`src/rtl/ucsbece154a_fetch.sv`:
```
// Instruction fetch: one outstanding imem request, DEPTH-entry buffer towards decode, redirect flush.
// Optional feature macro UCSBECE154A_FETCH_CNT_EN adds fetch_count_o (instructions handed to decode).
module ucsbece154a_fetch #(
    parameter logic [31:0] RESET_PC = 32'h00010000,
    parameter int          DEPTH    = 2
) (
    input  logic        clk,
    input  logic        reset,
    output logic        imem_req_o,
    output logic [31:0] imem_addr_o,
    input  logic        imem_valid_i,
    input  logic [31:0] imem_rdata_i,
    input  logic        redirect_i,
    input  logic [31:0] redirect_pc_i,
    output logic        valid_o,
    input  logic        ready_i,
    output logic [31:0] instr_o,
    output logic [31:0] pc_o
`ifdef UCSBECE154A_FETCH_CNT_EN
    ,
    output logic [31:0] fetch_count_o
`endif
);
    localparam int          AW       = $clog2(DEPTH);
    localparam logic [AW:0] FULL_CNT = (AW+1)'(DEPTH);

    typedef enum logic [1:0] {ISSUE, WAIT, DROP} state_t;

    state_t        state, state_next;
    logic [31:0]   fetch_pc;
    logic [AW-1:0] head, tail;
    logic [AW:0]   count;
    logic [31:0]   buf_pc    [DEPTH];
    logic [31:0]   buf_instr [DEPTH];
    logic          req, push, pop, full;

    assign full    = (count == FULL_CNT);
    assign valid_o = (count != '0);
    assign pop     = valid_o && ready_i && !redirect_i;

    // NOTE: every signal written here gets a default first, so no path can infer a latch.
    always_comb begin
        state_next = state;
        req        = 1'b0;
        push       = 1'b0;
        unique case (state)
            ISSUE: begin
                if (!redirect_i && !full) begin
                    req        = 1'b1;
                    state_next = WAIT;
                end
            end
            WAIT: begin
                if (redirect_i) begin
                    state_next = imem_valid_i ? ISSUE : DROP;
                end else if (imem_valid_i) begin
                    push       = 1'b1;
                    state_next = ISSUE;
                end
            end
            DROP: begin
                // A redirect here keeps waiting for the stale response unless it is arriving now.
                if (imem_valid_i) state_next = ISSUE;
            end
            default: state_next = ISSUE;
        endcase
    end

    // Reset is asynchronous, so the request is also masked combinationally while it is held.
    assign imem_req_o  = req && !reset;
    assign imem_addr_o = fetch_pc;

    // NOTE: state is updated with non-blocking assignments so every flop samples pre-edge values.
    always_ff @(posedge clk or posedge reset) begin
        if (reset) begin
            state    <= ISSUE;
            fetch_pc <= RESET_PC & ~32'd3;
            head     <= '0;
            tail     <= '0;
            count    <= '0;
        end else begin
            state <= state_next;
            if (redirect_i)  fetch_pc <= redirect_pc_i & ~32'd3;
            else if (req)    fetch_pc <= fetch_pc + 32'd4;
            if (redirect_i) begin
                head  <= '0;
                tail  <= '0;
                count <= '0;
            end else begin
                if (push) tail <= tail + AW'(1);
                if (pop)  head <= head + AW'(1);
                if (push != pop) count <= push ? count + (AW+1)'(1) : count - (AW+1)'(1);
            end
        end
    end

    // NOTE: buffer storage has no reset; an entry is always written before it is read and outputs are masked when empty.
    always_ff @(posedge clk) begin
        if (push) begin
            buf_pc[tail]    <= fetch_pc - 32'd4;
            buf_instr[tail] <= imem_rdata_i;
        end
    end

    assign instr_o = valid_o ? buf_instr[head] : '0;
    assign pc_o    = valid_o ? buf_pc[head]    : '0;

`ifdef UCSBECE154A_FETCH_CNT_EN
    always_ff @(posedge clk or posedge reset) begin
        if (reset)    fetch_count_o <= '0;
        else if (pop) fetch_count_o <= fetch_count_o + 32'd1;
    end
`endif

endmodule

```
`config.mk`:
```
export PLATFORM = sky130hd
export DESIGN_NAME = ucsbece154a_fetch
export DESIGN_NICKNAME = d
export VERILOG_FILES = /design/src/rtl/ucsbece154a_fetch.sv
export SDC_FILE = /design/constraint.sdc
export NUM_CORES = 1
export LEC_CHECK = 0
export BUFFER_PORTS_ARGS = -buffer_cell sky130_fd_sc_hd__clkbuf_2
export CAP_MARGIN = 15
export CORE_ASPECT_RATIO = 0.75
export CORE_MARGIN = 8
export CORE_UTILIZATION = 49
export CTS_CLUSTER_SIZE = 14
export DETAILED_ROUTE_END_ITERATION = 16
export GPL_TIMING_DRIVEN = 0
export PLACE_DENSITY = 0.76
export REMOVE_ABC_BUFFERS = 1
export SYNTH_ARGS = -nofsm -noshare
export SYNTH_HDL_FRONTEND = slang
export SYNTH_SLANG_ARGS = --single-unit
```
`constraint.sdc`:
```
create_clock -name clk -period 6.1 [get_ports clk]
set_input_delay 0.305 -clock clk [delete_from_list [all_inputs] [get_ports clk]]
set_output_delay 0.305 -clock clk [all_outputs]
set_load 0.005 [all_outputs]
```
Word level (Yosys, flattened, before mapping)
Memories as Yosys holds them, arrays and structs flattened.
Index checks and enable logic that the tools add are counted.
{"block": "word_totals", "regBits": 38, "elab_cells": 54, "mem_count": 2, "ramBits": 128, "inputBits": 69}
{"name": "buf_instr", "depth": 2, "word_bits": 32, "rd": 1, "rd_clocked_by_memory_dff": 0, "write_ports": 1, "line": "34", "text": "logic [31:0] buf_instr [DEPTH];"}
{"name": "buf_pc", "depth": 2, "word_bits": 32, "rd": 1, "rd_clocked_by_memory_dff": 0, "write_ports": 1, "line": "33", "text": "logic [31:0] buf_pc [DEPTH];"}
{"block": "classes", "addsub": 6, "n_reduce_logical": 13, "eq_ne": 5, "muxes": 23}
{"op": "$mux 32", "n": 4}
{"op": "$add 32x3->32 const B", "n": 1}
{"op": "$sub 32x3->32 const B", "n": 1}
{"op": "$mux 2", "n": 7}
{"op": "$mux 1", "n": 11}
{"op": "$reduce_bool 2->1", "n": 5}
{"op": "$pmux 2 s3", "n": 1}
{"op": "$eq 2x2->1 const B", "n": 2}
{"op": "$logic_and 1x1->1", "n": 4}
{"op": "$logic_not 1->1", "n": 3}
{"op": "$add 1x1->1 const B", "n": 2}
{"op": "$add 2x1->2 const B", "n": 1}
{"op": "$eq 2x1->1 const B", "n": 1}
{"op": "$logic_not 2->1", "n": 1}
{"op": "$ne 2x2->1 const B", "n": 1}
{"op": "$sub 2x1->2 const B", "n": 1}
{"op": "$ne 1x1->1", "n": 1}

Logic depth before layout (Yosys ltp)
Gate-level depths: netlist of the first run.
{"block": "depth", "depth_word": 7, "ltp_mapped": 8}

Worst setup path after synthesis of the first run
OpenSTA, ideal clock, no wires.
{"block": "synth_timing", "kind": "in2reg", "start": "input port redirect_i", "end": "memory buf_instr[1][0] (enable)", "arrival_time_ns": 5.443, "setup_slack_ns": 0.086, "setup_ns": 0.571, "stages": 4, "path_cell_list": "clkbuf_1 -> clkbuf_1 -> buf_1 -> nor3b_1"}
{"block": "synth_via", "elab_chain_len": 4}
{"element": "start: declaration", "line": "13", "text": "input logic redirect_i,"}
{"element": "$mux 1", "line": "54", "text": "if (redirect_i) begin"}
{"element": "$mux 1", "line": "46", "text": "unique case (state)"}
{"element": "$mux 1", "line": "99", "text": "if (push) begin"}
{"element": "$mux 1 (implied by the code)", "line": "101", "text": "buf_instr[tail] <= imem_rdata_i;"}
{"element": "end: declaration", "line": "34"}
Every way passes these cells.

Worst setup path after layout of the first run
{"block": "layout_timing", "start": "register fetch_pc[5], in the netlist imem_addr_o[5]", "end": "memory buf_pc[0][21], data pin"}
{"block": "layout_via", "elab_chain_len": 1}
{"element": "start: declaration", "line": "30", "text": "logic [31:0] fetch_pc;"}
{"element": "start signal: assignment", "line": "77", "text": "fetch_pc <= RESET_PC & ~32'd3;"}
{"element": "start signal: assignment", "line": "83", "text": "if (redirect_i) fetch_pc <= redirect_pc_i & ~32'd3;"}
{"element": "start signal: assignment", "line": "84", "text": "else if (req) fetch_pc <= fetch_pc + 32'd4;"}
{"element": "$sub 32x3->32", "line": "100", "text": "buf_pc[tail] <= fetch_pc - 32'd4;"}
{"element": "end: declaration", "line": "33"}
Every way passes these cells.

==> results.md, run 1 <==
- Worst min-delay path category: primary input to async pin
- Outcome: complete, no violations
- Gr ovfl total: 0
- Seq/Total Area, Yosys: a little under two thirds
- Iteration-0 DRC Markers: around 340
- CP Launch Type: flip-flop
- DP HPWL: around 12000 microns
- Die Y: approximately 120 microns
- Hold Fails Final Rpt: 0
- Seq pwr share: 50.1%
- Worst-margin pin slew: 981.3 ps
- DRC errors left: 0
- Combinational fraction of design power: 10.1%
- Cts bufs inserted: 17
- Crit share post-route: a little under half
- Number of synthesized register bits: between 150 and 200
- P_leak: roughly 0.0034 uW
- Post_cts resized: 0
- Internal power: about 2000 uW
- Post-synth EDFFs: ~120
- CTS tree: yes
- Vias in the first global route: roughly 5200
- Maximum number of pins on one net before global-route repair: 72
- Fraction of registers with async set/reset: roughly 23%
- Clock Sinks: 160
- Die Width: around 160 microns
- DR vias: 5038
- Clock power frac: roughly two fifths
- First-pass GRT wire length: between 20000 and 30000 microns
- Max Slew Vio Count: 0
- MaxCap Viol Count: 0
- WP data required: 6270 ps
- Final ANT Viol Nets: 0
- # Post-CTS Setup Buffers: 0
- IR drop worst, VDD: between 0.15 and 0.2 mV
- Finished Cell Area: ~0.009 sq mm
- Slew HR: 34.08%
- YS warnings: 0
- Area of the mapped netlist: between 0.007 and 0.008 sq mm
- P_sw: between 600 and 700 uW
- Main synth FF type: edfxtp_1
- GP Congestion: between 0.8 and 0.9
- Vias/cell: ~5.3
- Worst EP arrival: a little over 3000 ps
- Diode count: 0
- Synth-to-Final Area Change: 23.22%
- CTS Hold Bufs: 0
- CP endpoint kind: flip-flop
- Placement row count: 38
- Skew final: a little under 9 ps
- Area of the die: about 0.019 sq mm
- Layout cells sized above 1: between 20% and 30%
- Layout Nets: about 810
- Sw Share: between 20% and 30%
- P per Cell Area: slightly below 300 mW/mm^2
- Achievable frequency: ~0.35 GHz
- Core Box Area: approximately 0.014 sq mm
- Clock latency on the worst-skew pair: 420 ps
- Post-place instance area: approximately 0.0083 sq mm
- RSZ-0062 raised after global routing: false
- R2R Setup Slk: 3230 ps
- Cells after Synth: a little under 600
- Initial core utilization: 50.10%
- Initial antenna violation count: 0
- Drt pass-1 iters: 4
- Max clock buf depth: 2
- PnR worst setup slack: 3226 ps
- Ports: roughly 170
- PortBufs: 160
- Distinct cells, synth: 45
- GRT Total Usage: around 18%
- Critical path fanouts, max: 10
- CTS clock-pin slew for the worst setup and hold paths: ~60 ps
- Endpoints failing setup: 0
- Htree depth: 4
- Average cell area after synthesis: ~12 sq um
- DP Worst Slack: about 3200 ps
- Fillers: roughly 1200
- Fin crit period: between 2000 and 3000 ps
- Root buffer cell: clkbuf_16
- Wirelength per Cell: roughly 18 microns
- Detailed-route wire length: 16920 microns
- Crit path kind: flip-flop to flip-flop
[flip-flops by register name, summed over array words and instances (netlist names)]
| name | flops |
|---|---|
| count | 2 |
| buf_instr | 64 |
| tail | 1 |
| head | 1 |
| buf_pc | 60 |
| imem_addr_o | 30 |
| state | 2 |
[power by group through the flow]
stage	clock [uW]	sequential [uW]	combinational, uW
after floorplan	0	1310	137
after global placement	0	1320	240
after detailed placement	0	1310	260
after CTS	1040	1290	262
after global routing	1090	1300	289
final	1030	1290	260
[worst max-delay path: stages (launching register included)]
cell and delay [ps]:
dfrtp_1 470, nor4_1 550, nand4_1 400, or4_4 600, or4_4 450, xnor2_2 150
[area by class of cell]
type	count	area (sq um)	share of cell area, %
Tap cell	200	250.2	2.804
Inverter	11	41.29	0.4627
Timing Repair Buffer	174	1008	11.30
Clock buffer	20	436.7	4.893
Multi-Input combinational cell	379	2424	27.16
Sequential cell	160	4629	51.88
Clock inverter	12	133.9	1.500
[per-layer routing]
layer | share of wire [%] | track usage, %
met1 | 43 | 22.55
met2 | 47 | 29.41
met3 | 8.2 | 5.053
met4 | 1.5 | 6.228
met5 | 0 | 0
[layout by cell type (no fill, tap or decap), types with 9 or more instances in the layout]
master,synthesis,routed
nor4_1,9,9
dfrtp_1,35,34
inv_1,11,11
xor2_1,22,22
nor2_1,90,89
edfxtp_1,124,124
nor3_1,19,18
clkbuf_16,0,17
nand2_1,45,45
buf_6,1,10
nand3_1,12,12
xnor2_1,29,29
o21ai_0,28,28
nand4_1,11,11
mux2i_1,64,64
clkbuf_2,1,160
[path summary, 6_finish.rpt]
| kind | startpoint | end | cells after the start |
|---|---|---|---|
| max in group asynchronous | reset | head | 3 |
| min in group clk | imem_rdata_i[18] | buf_instr[1][18] | 1 |
| worst max register to register | imem_addr_o[5] | buf_pc[0][21] | 5 |
| worst min-delay path | reset | imem_addr_o[5] | 2 |
| worst min register to register | tail | tail | 2 |
| worst max-delay path | imem_addr_o[5] | buf_pc[0][21] | 5 |
[cells by family after synthesis]
family | Yosys count | share of synthesized area, %
flops | 160 | 63.87
other cells | 1 | 0.05178
mux | 65 | 9.001
buf+inv | 51 | 3.058
simple gates | 215 | 14.01
xor+xnor | 52 | 6.392
fa+ha+maj | 2 | 0.3455
compound gates | 41 | 3.265
[synth_stat cells, drive strengths merged, types with 12 or more instances]
library cell,count,area share (%)
dfrtp,35,12
nor3,19,1.3
nand2,45,2.3
buf,14,1.1
clkbuf,26,1.4
edfxtp,124,51
xnor2,30,3.7
o21ai,28,1.9
mux2i,64,8.8
nor2,90,4.7
xor2,22,2.7
nand3,12,0.83
[metrics by stage]
step	instances	hold slack (ps)	power [uW]	setup TNS [ps]	utilization (%)
after floorplan	550	371.4	1443	0	-
after global placement	910	494.4	1559	-294750	56.21
after detailed placement	923	488.0	1572	0	57.65
after CTS	955	33.74	2597	0	61.60
after global routing	956	50.32	2675	0	61.74
final	956	33.13	2578	0	61.74
Note: power is estimated with default switching activity, not from simulation.
==> inputs of run 2 (changes only) <==
--- a/config.mk
+++ b/config.mk
@@ -5,11 +5,12 @@
 export SDC_FILE = /design/constraint.sdc
 export NUM_CORES = 1
 export LEC_CHECK = 0
+export ABC_AREA = 1
 export BUFFER_PORTS_ARGS = -buffer_cell sky130_fd_sc_hd__clkbuf_2
 export CAP_MARGIN = 15
 export CORE_ASPECT_RATIO = 0.75
 export CORE_MARGIN = 8
-export CORE_UTILIZATION = 49
+export CORE_UTILIZATION = 50
 export CTS_CLUSTER_SIZE = 14
 export DETAILED_ROUTE_END_ITERATION = 16
 export GPL_TIMING_DRIVEN = 0
==> constraint.sdc (replaced) <==
create_clock -name clk -period 2.4 [get_ports clk]
set_input_delay 0.12 -clock clk [delete_from_list [all_inputs] [get_ports clk]]
set_output_delay 0.12 -clock clk [all_outputs]
set_load 0.005 [all_outputs]
==> results.md, run 2 <==
- Seq. cell area: 0.004627 sq mm (about the same)
- Htree depth: 4 (unchanged)
- CP Launch Type: flip-flop
- Cells after Synth: 881 (+50%)
- Setup_tns: 0 ps (unchanged)
- Critical path fanouts, max: 13 (+3)
- Hold_sp: redirect_pc_i[20]
- Fin cells: 1300 (+36%)
- Area of the mapped netlist: 0.008000 sq mm (+10%)
- Die Width: 162.1 microns (+3.6%)
- Area of the die: 0.02035 sq mm (+7.3%)
- Average cell area after synthesis: 9.081 sq um (-26%)
- Top cells by area, synth: edfxtp_1 (47%), nand2_1 (15%), dfrtp_1 (11%)
- DRC errors left: 0 (unchanged)
- Endpoints failing setup: 0 (unchanged)
- Hold Fails Final Rpt: 0 (unchanged)
- Fin crit period: between 2000 and 2500 ps
- Initial core utilization: 50.59% (+0.48 points)
- R2R Path End: buf_pc[0][11]
- Iteration-0 DRC Markers: 428 (+27%)
- YS warnings: 0 (unchanged)
- Reg2Reg Depth: 7 (+2)
- Fraction of registers with async set/reset: 22.50% (unchanged)
- P_leak: 0.004353 uW (+27%)
- Initial antenna violation count: 0 (unchanged)
- Cts bufs inserted: 17 (unchanged)
- GP Congestion: 0.8994 (+6.9%)
- Most common cell after layout, fill and taps aside: nand2_1
- Wirelength per Cell: 15.80 microns (-11%)
- Vias in the first global route: 6493 (+26%)
- Distinct cells, synth: 37 (-18%)
- Max Slew Vio Count: 0 (unchanged)
- Max clock buf depth: 2 (unchanged)
- Synth top cells by count: nand2_1 (312), edfxtp_1 (124), nor2_1 (99)
- Gr ovfl total: 0 (unchanged)
- Seq/Total Area, Yosys: 57.82% (-6.1 points)
- Placement row count: 40 (+5.3%)
- Clock Sinks: 160 (unchanged)
- Crit path kind: flip-flop to output port
- Vias/cell: 5.064 (-3.9%)
- Clock latency on the worst-skew pair: 420 ps (about the same)
- Worst-margin pin slew: 825.8 ps (-155.5 ps)
- Drt pass-1 iters: 5 (+1)
- WP data required: 2280 ps (-3990 ps)
- Root buffer cell: clkbuf_16
- CTS tree: yes
- Maximum number of pins on one net before global-route repair: 65 (-9.7%)
- Achievable frequency: about 0.45 GHz
- First-pass GRT wire length: 33670 microns (+27%)
- FF-to-FF Start: state[1]
- Most frequent cell after synthesis: nand2_1
- Ports: 167 (unchanged)
- Worst EP arrival: 2090 ps (-950 ps)
- Post-synth EDFFs: 124 (unchanged)
- IR drop worst, VDD: 0.7002 mV (+260%)
- MaxCap Viol Count: 0 (unchanged)
- Hold Crit Depth: 5
- Die Y: 125.5 microns (+3.5%)
- Main synth FF type: edfxtp_1
- Number of synthesized register bits: 160 (unchanged)
- Core Box Area: 0.01582 sq mm (+9.4%)
- GRT Total Usage: 20.84% (+2.9 points)
- Layout Nets: 1148 (+41%)
- Most frequent cells in the layout: nand2_1 (312), clkbuf_2 (160), edfxtp_1 (124)
- DP HPWL: 14710 microns (+20%)
- DR vias: 6583 (+31%)
- CTS clock-pin slew for the worst setup and hold paths: 70 ps (about the same)
- Crit share post-route: ~92%
- Layout cells sized above 1: 21.74% (-6.8 points)
- Fillers: 1319 (+11%)
- Worst setup startpoint: state[1]
- PortBufs: 160 (unchanged)
- Multi-input gate area: 0.002958 sq mm (+22%)
- Diode count: 0 (unchanged)
- R2R Setup Slk: 270 ps (-2960 ps)
- RSZ-0062 raised after global routing: false
- PnR worst setup slack: 193.8 ps (-3032 ps)
- Largest Register: buf_instr
- Outcome: complete, no violations
- Skew final: 8.418 ps (-0.2390 ps)
- # Post-CTS Setup Buffers: 0 (unchanged)
- Synth-to-Final Area Change: 26.85%
- Dpl cells: 1214 (+32%)
- Final ANT Viol Nets: 0 (unchanged)
- DP Worst Slack: 43.60 ps (-3135 ps)
- Slew HR: 44.95% (+11 points)
- Synth area leader: edfxtp_1
- Worst min-delay path category: primary input to flip-flop
- Worst hold endpoint: imem_addr_o[20]
- Detailed-route wire length: 20540 microns (+21%)
- Largest register FFs: 64 (unchanged)
- Top cell type's share of synthesized area: 46.54% (-4.9 points)
- CP endpoint kind: output port
- P per Cell Area: 1001 mW/mm^2 (+250%)
==> run 2: cell types whose count changed after synthesis, sizes merged, moves of 8 or more <==
cell	change
buf	+16
nor2	+29
inv	+36
xnor2	-26
nand3	+34
a21oi	+69
mux2i	-64
clkbuf	-8
o21ai	-14
nor4	-9
nor3	-15
nand2	+273
==> run 2: layout make-up <==
class / instances / area share, %
Clock buffer: 17 / 4.192
Clock inverter: 15 / 1.467
Tap cell: 210 / 2.589
Inverter: 48 / 1.849
Timing Repair Buffer: 222 / 15.16
Sequential cell: 160 / 45.59
Multi-Input combinational cell: 628 / 29.15
==> run 2: timing repair <==
action                     4_1_cts  5_1_grt
hold buffers                    54        0
resized for setup                2        1
hold endpoints to repair       121        0
setup endpoints to repair       62        3
==> run 2: critical path, cell delays in order, from the launching register on <==
cell and delay [ps]:
dfrtp_1 410, nor2_1 250, o21ai_4 140, nor2_4 230, inv_1 300, nor2_1 190
clkbuf_2 140
==> run 2: report_power, final <==
group / leakage [uW] / total (uW) / switching (uW) / internal (uW)
sequential: 0.00155 / 4130 / 638 / 3490
clock: 0.000279 / 2630 / 1160 / 1460
combinational: 0.00252 / 3410 / 2120 / 1280
total: 0.00435 / 10200 / 3920 / 6240
==> run 2: worst max path at each step <==
stage	to	slack (ps)	depth (start not counted)
5_1_grt	buf_pc[0][11]	20	7
4_1_cts	pc_o[29]	70	4
3_3_place_gp	buf_instr[0][20]	-3700	4
2_1_floorplan	buf_instr[0][0]	-1400	5
3_5_place_dp	instr_o[19]	40	4
6_report	imem_req_o	190	6
==> run 2: cells by family after synthesis <==
family	synth area share, %
XOR/XNOR	3.284
AO/OA/AOI/OAI	6.537
adder cells (fa/ha/maj)	0.3127
other	0.04687
flip-flops	57.82
buffers and inverters	5.536
AND/OR/NAND/NOR	26.46
==> run 2: metal layers <==
layer | GRT usage, % | wire (microns)
met1 | 27.81 | 9260
met2 | 33.27 | 9635
met3 | 5.574 | 1479
met4 | 4.997 | 167
met5 | 0 | 0
==> run 2: per-stage QoR <==
stage	hold slack, ps	cell area (sq um)	total power [uW]	utilization (%)
3_5_place_dp	313.0	9026	7524	57.07
5_1_grt	34.37	10150	10820	64.17
2_1_floorplan	193.4	7749	5881	-
3_3_place_gp	308.2	8812	7302	55.72
6_report	27.54	10150	10160	64.17
4_1_cts	5.440	10150	10220	64.15
==> inputs of run 3 (changes only) <==
--- a/config.mk
+++ b/config.mk
@@ -14,6 +14,7 @@
 export CTS_CLUSTER_SIZE = 14
 export DETAILED_ROUTE_END_ITERATION = 16
 export GPL_TIMING_DRIVEN = 0
+export HOLD_SLACK_MARGIN = 0.08
 export PLACE_DENSITY = 0.76
 export REMOVE_ABC_BUFFERS = 1
 export SYNTH_ARGS = -nofsm -noshare
==> results.md, run 3 (synthesized netlist as in run 2, its figures left out) <==
- Clock latency on the worst-skew pair: 420 ps (about the same)
- CP Launch Type: flip-flop
- Finished Cell Area: 0.01026 sq mm (+1.1%)
- Placement row count: 40 (unchanged)
- Vias in the first global route: 6558 (+1.0%)
- Dpl cells: 1214 (unchanged)
- MaxCap Viol Count: 0 (unchanged)
- Ports: 167 (unchanged)
- Die Width: 162.1 microns (unchanged)
- IR drop worst, VDD: 0.7332 mV (+4.7%)
- Clock power frac: 25.8% (about the same)
- GRT Total Usage: 21.03% (+0.18 points)
- # Post-CTS Setup Buffers: 0 (unchanged)
- Crit share post-route: 91.38% (-0.55 points)
- Layout Nets: 1159 (+0.96%)
- P_sw: 3931 uW (+0.20%)
- Wirelength per Cell: 15.83 microns (+0.18%)
- Max Slew Vio Count: 0 (unchanged)
- Gr ovfl total: 0 (unchanged)
- WHS: 299.4 ps (+271.8 ps)
- Skew final: 6.901 ps (-1.517 ps)
- Maximum number of pins on one net before global-route repair: 65 (unchanged)
- DP HPWL: 14710 microns (unchanged)
- Htree depth: 4 (unchanged)
- Internal power: 6249 uW (+0.19%)
- Endpoints failing setup: 0 (unchanged)
- Worst-margin pin slew: 825.9 ps (+0.09692 ps)
- Fin crit period: 2193 ps (-13.12 ps)
- Final ANT Viol Nets: 0 (unchanged)
- Outcome: complete, no violations
- Diode count: 0 (unchanged)
- WP data required: 2280 ps (about the same)
- CP endpoint kind: output port
- Iteration-0 DRC Markers: 430 (+0.47%)
- DRC errors left: 0 (unchanged)
- Critical path fanouts, max: 13 (unchanged)
- PortBufs: 160 (unchanged)
- Fin cells: 1311 (+0.85%)
- DR vias: 6658 (+1.1%)
- P_leak: 0.004398 uW (+1.1%)
- Fillers: 1299 (-1.5%)
- Crit path kind: flip-flop to output port
- Root buffer cell: clkbuf_16
- Sw Share: 38.62% (about the same)
- Post-place instance area: 0.009026 sq mm (unchanged)
- Initial core utilization: 50.59% (unchanged)
- Most frequent cells in the layout: nand2_1 (312), clkbuf_2 (160), edfxtp_1 (124)
- Area of the die: 0.02035 sq mm (unchanged)
- Final Core Density: 64.87% (+0.70 points)
- RSZ-0062 raised after global routing: false
- Overall Power: 10180 uW (+0.19%)
- Most common cell after layout, fill and taps aside: nand2_1
- Vias/cell: 5.079 (+0.29%)
- P per Cell Area: 992.4 mW/mm^2 (-0.88%)
- Synth-to-Final Area Change: 28.23%
- First-pass GRT wire length: 34000 microns (+0.98%)
- Max clock buf depth: 2 (unchanged)
- GP Congestion: 0.8994 (unchanged)
- Achievable frequency: 0.4560 GHz (+0.60%)
- Core Box Area: 0.01582 sq mm (unchanged)
- Cts bufs inserted: 17 (unchanged)
- Seq. cell area: 0.004627 sq mm (unchanged)
- Combinational fraction of design power: 33.6% (about the same)
- Worst EP arrival: 2070 ps (-20 ps)
- Layout cells sized above 1: 21.53% (-0.22 points)
- Clock Sinks: 160 (unchanged)
- Die Y: 125.5 microns (unchanged)
- CTS tree: yes
- Worst min-delay path category: primary input to flip-flop
- Largest register FFs: 64 (unchanged)
- Multi-input gate area: 0.002958 sq mm (unchanged)
- Seq pwr share: 40.6% (about the same)
- Hold Fails Final Rpt: 0 (unchanged)
- Initial antenna violation count: 0 (unchanged)
- CTS clock-pin slew for the worst setup and hold paths: 60 ps (about the same)
- Drt pass-1 iters: 5 (unchanged)
- Slew HR: 44.94% (about the same)
- Detailed-route wire length: 20760 microns (+1.0%)
- Largest Register: buf_instr
-- run 3: area by class of cell --
cell class,instances,area share [%]
sequential,160,45.10
multi-input combinational,628,28.83
timing repair buffer,233,16.08
clock buffer,17,4.147
tap,210,2.561
inverter,48,1.829
clock inverter,15,1.451
-- run 3: what timing repair did --
action                                 CTS  global route
setup endpoints to repair               62             6
pin swaps                                0             0
hold buffers                            65             0
gates resized for setup                  2             1
endpoints found under the hold margin  132             0
-- run 3: per-layer routing --
metal  part of all wire [%]  GRT usage (%)  vias up
li1                       -              -     3292
met1                     44          28.02     3124
met2                     47          33.54      226
met3                    7.6          5.770       16
met4                   0.87          4.943        0
met5                      0              0        -
-- run 3: worst max-delay path, stage by stage (launching register included) --
cell      delay [ps]
dfrtp_1          410
nor2_1           250
o21ai_4          140
nor2_4           230
inv_1            300
nor2_1           180
clkbuf_2         140
-- run 3: power by group through the flow --
stage               Combinational [uW]  Clock, uW  Sequential [uW]
floorplan                         1870          0             4010
global placement                  3090          0             4210
detailed placement                3360          0             4170
CTS                               3450       2660             4120
global route                      3860       2780             4190
finish                            3420       2630             4130
-- run 3: per-stage QoR --
step | TNS [ps] | worst slack, ps
2_1_floorplan | -172900 | -1402
4_1_cts | 0 | 70.12
3_3_place_gp | -542420 | -3703
6_report | 0 | 206.9
3_5_place_dp | 0 | 43.60
5_1_grt | 0 | 23.03
-- run 3: path summary, 6_finish.rpt --
kind,startpoint,to,slack (ps),depth (start not counted)
min in group asynchronous,reset,state[0],430,3
min reg2reg,state[1],state[0],530,1
max in group asynchronous,reset,head,1410,3
max reg2reg,state[1],buf_pc[0][11],260,7
min,redirect_i,state[0],300,2
max,state[1],imem_req_o,210,6
